==> config.mk <==
export PLATFORM = sky130hd
export DESIGN_NAME = fifo
export DESIGN_NICKNAME = d
export VERILOG_FILES = /design/src/rtl/fifo_pkg.sv /design/src/rtl/fifo_mem.sv /design/src/rtl/fifo.sv
export SDC_FILE = /design/constraint.sdc
export NUM_CORES = 1
export LEC_CHECK = 0
export BUFFER_PORTS_ARGS = -buffer_cell sky130_fd_sc_hd__buf_2
export CAP_MARGIN = 30
export CELL_PAD_IN_SITES_DETAIL_PLACEMENT = 1
export CELL_PAD_IN_SITES_GLOBAL_PLACEMENT = 2
export CORE_MARGIN = 3
export CORE_UTILIZATION = 45
export CTS_CLUSTER_DIAMETER = 40
export DETAILED_ROUTE_END_ITERATION = 12
export PLACE_DENSITY = 0.86
export SKIP_CTS_REPAIR_TIMING = 1
export SYNTH_ARGS = -nofsm -noshare
export SYNTH_HDL_FRONTEND = slang
export SYNTH_SLANG_ARGS = --single-unit
==> constraint.sdc <==
create_clock -name clk -period 6.1 [get_ports clk]
set_input_delay 1.83 -clock clk [delete_from_list [all_inputs] [get_ports clk]]
set_output_delay 1.83 -clock clk [all_outputs]
set_load 0.02 [all_outputs]
==> src/rtl/fifo_pkg.sv <==
// Shared defaults for the fifo block: data/address widths, status thresholds
// and derived depth.
package fifo_pkg;

  localparam int FIFO_DATA_W        = 8;
  localparam int FIFO_ADDR_W        = 3;
  localparam int FIFO_PART_EMPTY_TH = 2;
  localparam int FIFO_PART_FULL_TH  = 6;
  localparam int FIFO_DEPTH         = 1 << FIFO_ADDR_W;

endpackage

==> src/rtl/fifo_mem.sv <==
// DEPTH x DATA_W storage array with one synchronous write port and one
// registered read port. The array itself is not reset; only the read register is.
module fifo_mem #(
  parameter int DATA_W = 8,
  parameter int ADDR_W = 3
) (
  input  logic              clk,
  input  logic              rst_n,
  input  logic              we,
  input  logic [ADDR_W-1:0] waddr,
  input  logic [DATA_W-1:0] wdata,
  input  logic              re,
  input  logic [ADDR_W-1:0] raddr,
  output logic [DATA_W-1:0] rdata
);

  localparam int DEPTH = 1 << ADDR_W;

  logic [DATA_W-1:0] mem [DEPTH];

  always_ff @(posedge clk) begin
    if (we) mem[waddr] <= wdata;
  end

  // Read register holds its value between accepted reads.
  always_ff @(posedge clk or negedge rst_n) begin
    if (!rst_n)  rdata <= '0;
    else if (re) rdata <= mem[raddr];
  end

endmodule

==> src/rtl/fifo.sv <==
// Single-clock FIFO with occupancy count and empty/full/part flags.
// Define FIFO_ERR_FLAGS_EN to add sticky overflow/underflow outputs.
module fifo
  import fifo_pkg::*;
#(
  parameter int DATA_W        = FIFO_DATA_W,
  parameter int ADDR_W        = FIFO_ADDR_W,
  parameter int PART_EMPTY_TH = FIFO_PART_EMPTY_TH,
  parameter int PART_FULL_TH  = FIFO_PART_FULL_TH
) (
  input  logic              clk,
  input  logic              rst,
  input  logic [DATA_W-1:0] in,
  input  logic              wr_en,
  input  logic              rd_en,
  output logic [DATA_W-1:0] out,
  output logic              empty,
  output logic              full,
  output logic              part_empt,
  output logic              part_full,
`ifdef FIFO_ERR_FLAGS_EN
  output logic              overflow,
  output logic              underflow,
`endif
  output logic [ADDR_W:0]   fifo_counter
);

  localparam int CNT_W = ADDR_W + 1;
  localparam logic [CNT_W-1:0] DEPTH_C = CNT_W'(1 << ADDR_W);
  localparam logic [CNT_W-1:0] PE_TH_C = CNT_W'(PART_EMPTY_TH);
  localparam logic [CNT_W-1:0] PF_TH_C = CNT_W'(PART_FULL_TH);

  // Handshake: a request (wr_en / rd_en) is a one-cycle strobe; it is taken on
  // the rising edge only when the FIFO can serve it (!full / !empty), otherwise
  // it is dropped with no retry and no state change.
  logic              wr_ok;
  logic              rd_ok;
  logic [ADDR_W-1:0] wr_ptr;
  logic [ADDR_W-1:0] rd_ptr;

  assign wr_ok = wr_en && !full;
  assign rd_ok = rd_en && !empty;

  assign empty     = (fifo_counter == '0);
  assign full      = (fifo_counter == DEPTH_C);
  assign part_empt = (fifo_counter <= PE_TH_C);
  assign part_full = (fifo_counter >= PF_TH_C);

  always_ff @(posedge clk or negedge rst) begin
    if (!rst) begin
      wr_ptr       <= '0;
      rd_ptr       <= '0;
      fifo_counter <= '0;
    end else begin
      if (wr_ok) wr_ptr <= wr_ptr + ADDR_W'(1);
      if (rd_ok) rd_ptr <= rd_ptr + ADDR_W'(1);
      unique case ({wr_ok, rd_ok})
        2'b10:   fifo_counter <= fifo_counter + CNT_W'(1);
        2'b01:   fifo_counter <= fifo_counter - CNT_W'(1);
        default: fifo_counter <= fifo_counter;
      endcase
    end
  end

`ifdef FIFO_ERR_FLAGS_EN
  always_ff @(posedge clk or negedge rst) begin
    if (!rst) begin
      overflow  <= 1'b0;
      underflow <= 1'b0;
    end else begin
      if (wr_en && full)  overflow  <= 1'b1;
      if (rd_en && empty) underflow <= 1'b1;
    end
  end
`endif

  fifo_mem #(
    .DATA_W (DATA_W),
    .ADDR_W (ADDR_W)
  ) u_mem (
    .clk   (clk),
    .rst_n (rst),
    .we    (wr_ok),
    .waddr (wr_ptr),
    .wdata (in),
    .re    (rd_ok),
    .raddr (rd_ptr),
    .rdata (out)
  );

endmodule

==> results.toml, run 1 <==
[outcome]
status = "finished, final reports clean"

[sta]
clock_skew_ps = 13.21
rsz0062_at_grt = "false"
fin_crit_ps = 3517
slew-limit-headroom_pct = 31.92
clock.fmax_mhz = 284.3
hold_viol = 0
finalWorstSetupSlack_ps = 2583
finalCritPeriodShare_pct = 57.66
setup_tns_ps = 0
finalSetupViolCount = 0
tightest_slew_ps = 1017
hold-worst-slack_ps = 484.2
slew_viol_final = 0

[die]
io_pins = 28
die_w_um = 93.35
initial_core_util_pct = 46.83
die-height_um = 93.35
core_um2 = 7331
rows = 31
die_area_um2 = 8713

[setup_path]
crit_required_ps = 6320
crit_arrival_ps = 3730
cp-end-kind = "register"
path_class = "in2reg"
crit_path_start_kind = "input port"
critPathMaxFanout = 8
reg2reg_slack_ps = 3030

[clocking]
clockBufferDepth = 2
cts_tree = "done"
cts.sinks = 82
root_buffer = "clkbuf_8"
numCtsBuffers = 9
cts.clk_slew.worst_paths_ps = 70
insertion_delay_ps = 350
h-tree-depth = 3

[power]
comb_power_share_pct = 35.5
power_frac_clock_pct = 20.3
power_density_nw_per_um2 = 487.2
switching_share_pct = 36.03
seq_power_share_pct = 44.1
power_switching_mw = 0.6678
p_int_mw = 1.186
vdd_drop_max_v = 0.0001569
p_leak_nw = 1.432

[placed_design]
place_hpwl_mm = 4.400
portBuffers = 27
placedInstanceArea_um2 = 3617
post-place-cells = 341
place_congestion = 0.7869
post-place-ws_ps = 2243

[synth]
syn_area_um2 = 3433
syn_inst = 222
synth_fp_nets = 240
yosysSeqAreaShare_pct = 69.10
yosys_warnings = 0
synth_cell_types = 36
post_synth.cell_area_avg_um2 = 15.47
ys_ff_latch = 82

[layout]
drive_gt1_share_pct = 24.03
fin_nets = 271
final_area_um2 = 3805
area_growth_pct = 10.82
stdcell_count = 357
fillers = 721
antenna_cells = 0

[route]
drtAntennaViolNets = 0
vias = 1864
drt-initial-drc-count = 116
drcViolationCount = 0
wire_per_inst_um = 18.51
firstDrtPassIters = 4
via_per_inst = 5.221
wirelength_mm = 6.607

[global_route]
antenna_found_initial = 0
grt_max_degree = 35
grt_pass1_vias = 1912
grt_overflow = 0
grt_first_pass_wirelength_mm = 10.37
grt_util_all_layers_pct = 16.15

[hold_path]
hold_path.class = "reg2reg"

[run]
cap_violations = 0
synth_stat cells (all sizes together):
master / number / area share (%)
nor3b: 1 / 0.22
mux2: 16 / 5.2
nor2: 7 / 0.77
nor2b: 1 / 0.18
nand2b: 5 / 0.91
edfxtp: 64 / 56
ha: 5 / 1.8
nor4: 2 / 0.36
inv: 7 / 0.77
o21ai: 11 / 1.6
or3: 1 / 0.18
buf: 8 / 2.6
nand4b: 1 / 0.26
a21boi: 1 / 0.22
a21o: 1 / 0.22
and2: 1 / 0.18
clkbuf: 2 / 0.22
mux2i: 17 / 5.0
o311ai: 1 / 0.26
a21oi: 1 / 0.15
nor3: 4 / 0.58
fa: 1 / 0.58
dfrtp: 18 / 13
xnor2: 4 / 1.0
o41ai: 1 / 0.80
o22ai: 8 / 1.5
a211oi: 1 / 0.22
nand2: 23 / 2.5
xor2: 1 / 0.26
a221o: 8 / 2.3
worst max-delay path, cell delays in order:
cell and delay, ps:
buf_2 70, a21boi_1 320, inv_1 130, ha_1 300, ha_1 300, a21oi_1 240, o21ai_0 160, o311ai_0 360
layout make-up:
cell class                      count  area [um^2]  area share, %
Tap cell                           99        123.9          3.256
Timing Repair Buffer               30        157.7          4.143
Inverter                            7        26.28         0.6906
Multi-Input combinational cell    123        937.1          24.63
Clock inverter                      5        56.30          1.480
Sequential cell                    82         2372          62.35
Clock buffer                       11        131.4          3.453
cells by family (layout without fill, tap and decap cells):
family | after synthesis | count (layout) | share of synthesized area [%]
DFF | 82 | 82 | 69.10
muxes | 33 | 33 | 10.20
adders and majority gates | 6 | 6 | 2.405
buffers and inverters | 17 | 53 | 3.608
and+or+nand+nor | 46 | 46 | 6.159
xor gates and xnor gates | 5 | 5 | 1.275
AOI/OAI and AO/OA | 33 | 33 | 7.253
state kept, by name, summed over array words and instances (netlist names):
name          flops
u_mem.rdata       8
fifo_counter      4
u_mem.mem        64
wr_ptr            3
rd_ptr            3
power groups by stage:
| stage | Sequential (mW) | Combinational (mW) | Clock (mW) |
|---|---|---|---|
| 5_1_grt | 0.834 | 0.727 | 0.408 |
| 4_1_cts | 0.820 | 0.670 | 0.387 |
| 3_3_place_gp | 0.823 | 0.647 | 0 |
| 3_5_place_dp | 0.832 | 0.664 | 0 |
| 2_1_floorplan | 0.852 | 0.482 | 0 |
| 6_report | 0.818 | 0.659 | 0.377 |
per-layer routing:
metal | global-route usage [%] | vias up | share of wire (%)
met1 | 21.99 | 918 | 46
met3 | 2.896 | 12 | 3.0
li1 | - | 897 | -
met5 | 0 | - | 0
met2 | 25.61 | 37 | 49
met4 | 6.716 | 0 | 1.9
layout by cell type (no fill, tap or decap), types with 2 or more instances in the layout:
cell / Yosys / routed
ha_1: 5 / 5
nor4_1: 2 / 2
buf_2: 1 / 27
edfxtp_1: 64 / 64
nor3_1: 4 / 4
o21ai_0: 3 / 3
clkbuf_8: 0 / 9
clkinv_2: 0 / 2
clkbuf_1: 2 / 2
nand2b_1: 5 / 5
nor2_1: 7 / 7
nand2_1: 23 / 23
a221o_1: 8 / 8
dfrtp_1: 18 / 18
mux2_2: 16 / 16
inv_1: 6 / 6
xnor2_1: 4 / 4
o22ai_1: 8 / 8
o21ai_1: 8 / 8
buf_4: 1 / 3
mux2i_1: 17 / 17
per-stage QoR:
step                utilization, %  power (mW)
global route                 51.90       1.970
CTS                          51.90       1.877
floorplan                        -       1.334
finish                       51.90       1.854
global placement             49.34       1.470
detailed placement           49.34       1.496
worst paths after layout:
check                                                 start                     endpoint  cells past startpoint
worst max-delay path                                  wr_en  fifo_counter[3]$_DFFE_PN0P_                      8
worst min-delay path             u_mem.rdata[3]$_DFFE_PN0P_   u_mem.rdata[3]$_DFFE_PN0P_                      2
worst max register to register  fifo_counter[3]$_DFFE_PN0P_  fifo_counter[3]$_DFFE_PN0P_                      7
worst min register to register   u_mem.rdata[3]$_DFFE_PN0P_   u_mem.rdata[3]$_DFFE_PN0P_                      2
max in group asynchronous                               rst        rd_ptr[1]$_DFFE_PN0P_                      1
min in group asynchronous                               rst   u_mem.rdata[0]$_DFFE_PN0P_                      1
Note: power is estimated with default switching activity, not from simulation.
==> run 2: changes to the inputs <==
- CORE_UTILIZATION: 45 -> 43
- PLACE_DENSITY: 0.86 -> 0.83
- clock period: 6.1 -> 3.4 ns (I/O delays scaled with it)
==> run 2 against run 1 <==
Non-clock buffer count up 7. Worst setup slack worse by 2200 ps. Combinational power up 73%. Register-to-register slack worse by 2600 ps. Clock-buffer cell count unchanged.
==> results.toml, run 2 (synthesis gave the netlist of run 1 again) <==
[setup_path]
crit_arrival_ps = 3220
worstPathCellList = "o41ai_4 -> inv_2 -> ha_1 -> ha_1 -> inv_1 -> nor4_1 -> nand4b_1 -> o311ai_0"
crit_cells = 8
critPathMaxStageDelay_ps = 920
cp_top_family = "compound AO/OA/AOI/OAI gates"
worst-path-buf-inv = 2
reg2regPathDepth = 8
critPathMaxFanout = 19
crit_top_cell = "ha_1"
reg2reg_to = "fifo_counter[3]$_DFFE_PN0P_"
crit_end = "fifo_counter[3]$_DFFE_PN0P_"
crit_start = "fifo_counter[3]$_DFFE_PN0P_"
reg2reg_slack_ps = 400
r2r-start = "fifo_counter[3]$_DFFE_PN0P_"
path_class = "reg2reg"
crit_path_top_delay_cell = "o41ai_4"
crit_path_start_kind = "register"
crit_required_ps = 3610
cp-end-kind = "register"

[clocking]
cts_tree = "done"
cts.clk_slew.worst_paths_ps = 80
clockBufferDepth = 2
insertion_delay_ps = 360
h-tree-depth = 3
cts.sinks = 82
numCtsBuffers = 9
root_buffer = "clkbuf_8"

[die]
die_area_um2 = 9093
initial_core_util_pct = 45.86
io_pins = 28
die_w_um = 95.36
die-height_um = 95.36
core_um2 = 7486
rows = 31

[power]
p_leak_nw = 1.455
power_density_nw_per_um2 = 849.4
vdd_drop_max_v = 0.0003223

[route]
wirelength_mm = 6.177
met1_length_mm = 2.974
route.met3.wl_um = 224
firstDrtPassIters = 4
drtAntennaViolNets = 0
wire_per_inst_um = 16.97
wl_met2_mm = 2.889
top_layer_used = "met4"
drcViolationCount = 0
via_per_inst = 5.060
drt-initial-drc-count = 80
vias = 1842

[layout]
layout_commonest_cell = "edfxtp_1"
antenna_cells = 0
reg.largest.list = "u_mem.mem (64), u_mem.rdata (8), fifo_counter (4)"
drive_gt1_share_pct = 26.04
regMostFlops = "u_mem.mem"
final_cell_mix = "edfxtp_1 (64), buf_2 (27), nand2_1 (23)"
area_growth_pct = 11.92
fin_nets = 278
largest_register_ff_count = 64
stdcell_count = 364

[sta]
hold_viol = 0
clock.fmax_mhz = 332.8
finalCritPeriodShare_pct = 88.38
fin_crit_ps = 3005
slew-limit-headroom_pct = 36.18
finalSetupViolCount = 0
hold-worst-slack_ps = 483.4
tightest_slew_ps = 954.1
clock_skew_ps = 7.919
setup_tns_ps = 0
finalWorstSetupSlack_ps = 395.0
slew_viol_final = 0
rsz0062_at_grt = "false"

[global_route]
grt_first_pass_wirelength_mm = 9.722
grt_max_degree = 20
grt_overflow = 0
grt_pass1_vias = 1860
grt_util_all_layers_pct = 15.03
antenna_found_initial = 0

[placed_design]
place_congestion = 0.7572
portBuffers = 27
post-place-ws_ps = 388.8
place_hpwl_mm = 4.200
post-place-cells = 348

[run]
cap_violations = 0

[hold_path]
hold_path.class = "reg2reg"
worstHoldStart = "u_mem.rdata[0]$_DFFE_PN0P_"

[outcome]
status = "finished, final reports clean"
[run 2: changes by cell type in the layout (fill, tap and decap cells not counted)]
cell / before / now
bufinv_16: 1 / 0
clkinv_2: 2 / 0
buf_4: 3 / 10
clkinvlp_4: 1 / 2
inv_6: 1 / 0
clkinv_4: 0 / 3
[run 2: worst min path at each step]
stage                            endpoint  slack (ps)  depth (start not counted)
2_1_floorplan       wr_ptr[0]$_DFFE_PN0P_         490                          2
3_3_place_gp   u_mem.rdata[7]$_DFFE_PN0P_         470                          2
3_5_place_dp   u_mem.rdata[1]$_DFFE_PN0P_         470                          2
4_1_cts        u_mem.rdata[0]$_DFFE_PN0P_         490                          2
5_1_grt        u_mem.rdata[7]$_DFFE_PN0P_         520                          2
6_report       u_mem.rdata[0]$_DFFE_PN0P_         480                          2
[run 2: worst reg2reg max path: cells and delay by family (launching register included)]
| family | cells | cell delay (ps) |
|---|---|---|
| flops | 1 | 510 |
| fa+ha+maj | 2 | 670 |
| buf+inv | 2 | 160 |
| compound gates | 2 | 1060 |
| simple gates | 2 | 470 |
[run 2: cell type report]
| cell class | instances | area, um^2 |
|---|---|---|
| well taps | 99 | 123.9 |
| clock buffers | 11 | 131.4 |
| fillers | 759 | 3643 |
| flip-flops and latches | 82 | 2372 |
| multi-input cells | 123 | 937.1 |
| repair buffers | 37 | 210.2 |
| inverters | 7 | 26.28 |
| clock inverters | 5 | 41.29 |
[run 2: per-stage QoR]
stage / util (%) / area (um^2) / power, mW
after global routing: 51.33 / 3842 / 3.490
after global placement: 49.02 / 3670 / 2.650
final: 51.33 / 3842 / 3.264
after floorplan: - / 3433 / 2.393
after detailed placement: 49.02 / 3670 / 2.685
after CTS: 51.33 / 3842 / 3.308
[run 2: layer usage]
metal / GRT usage, % / vias up
li1: - / 913
met1: 20.20 / 896
met2: 22.80 / 26
met3: 4.499 / 7
met4: 6.130 / 0
met5: 0 / -
[run 2: power by group]
part	total [mW]	switching (mW)	internal (mW)
Combinational	1.14	0.648	0.497
Clock	0.615	0.346	0.269
Sequential	1.50	0.197	1.31
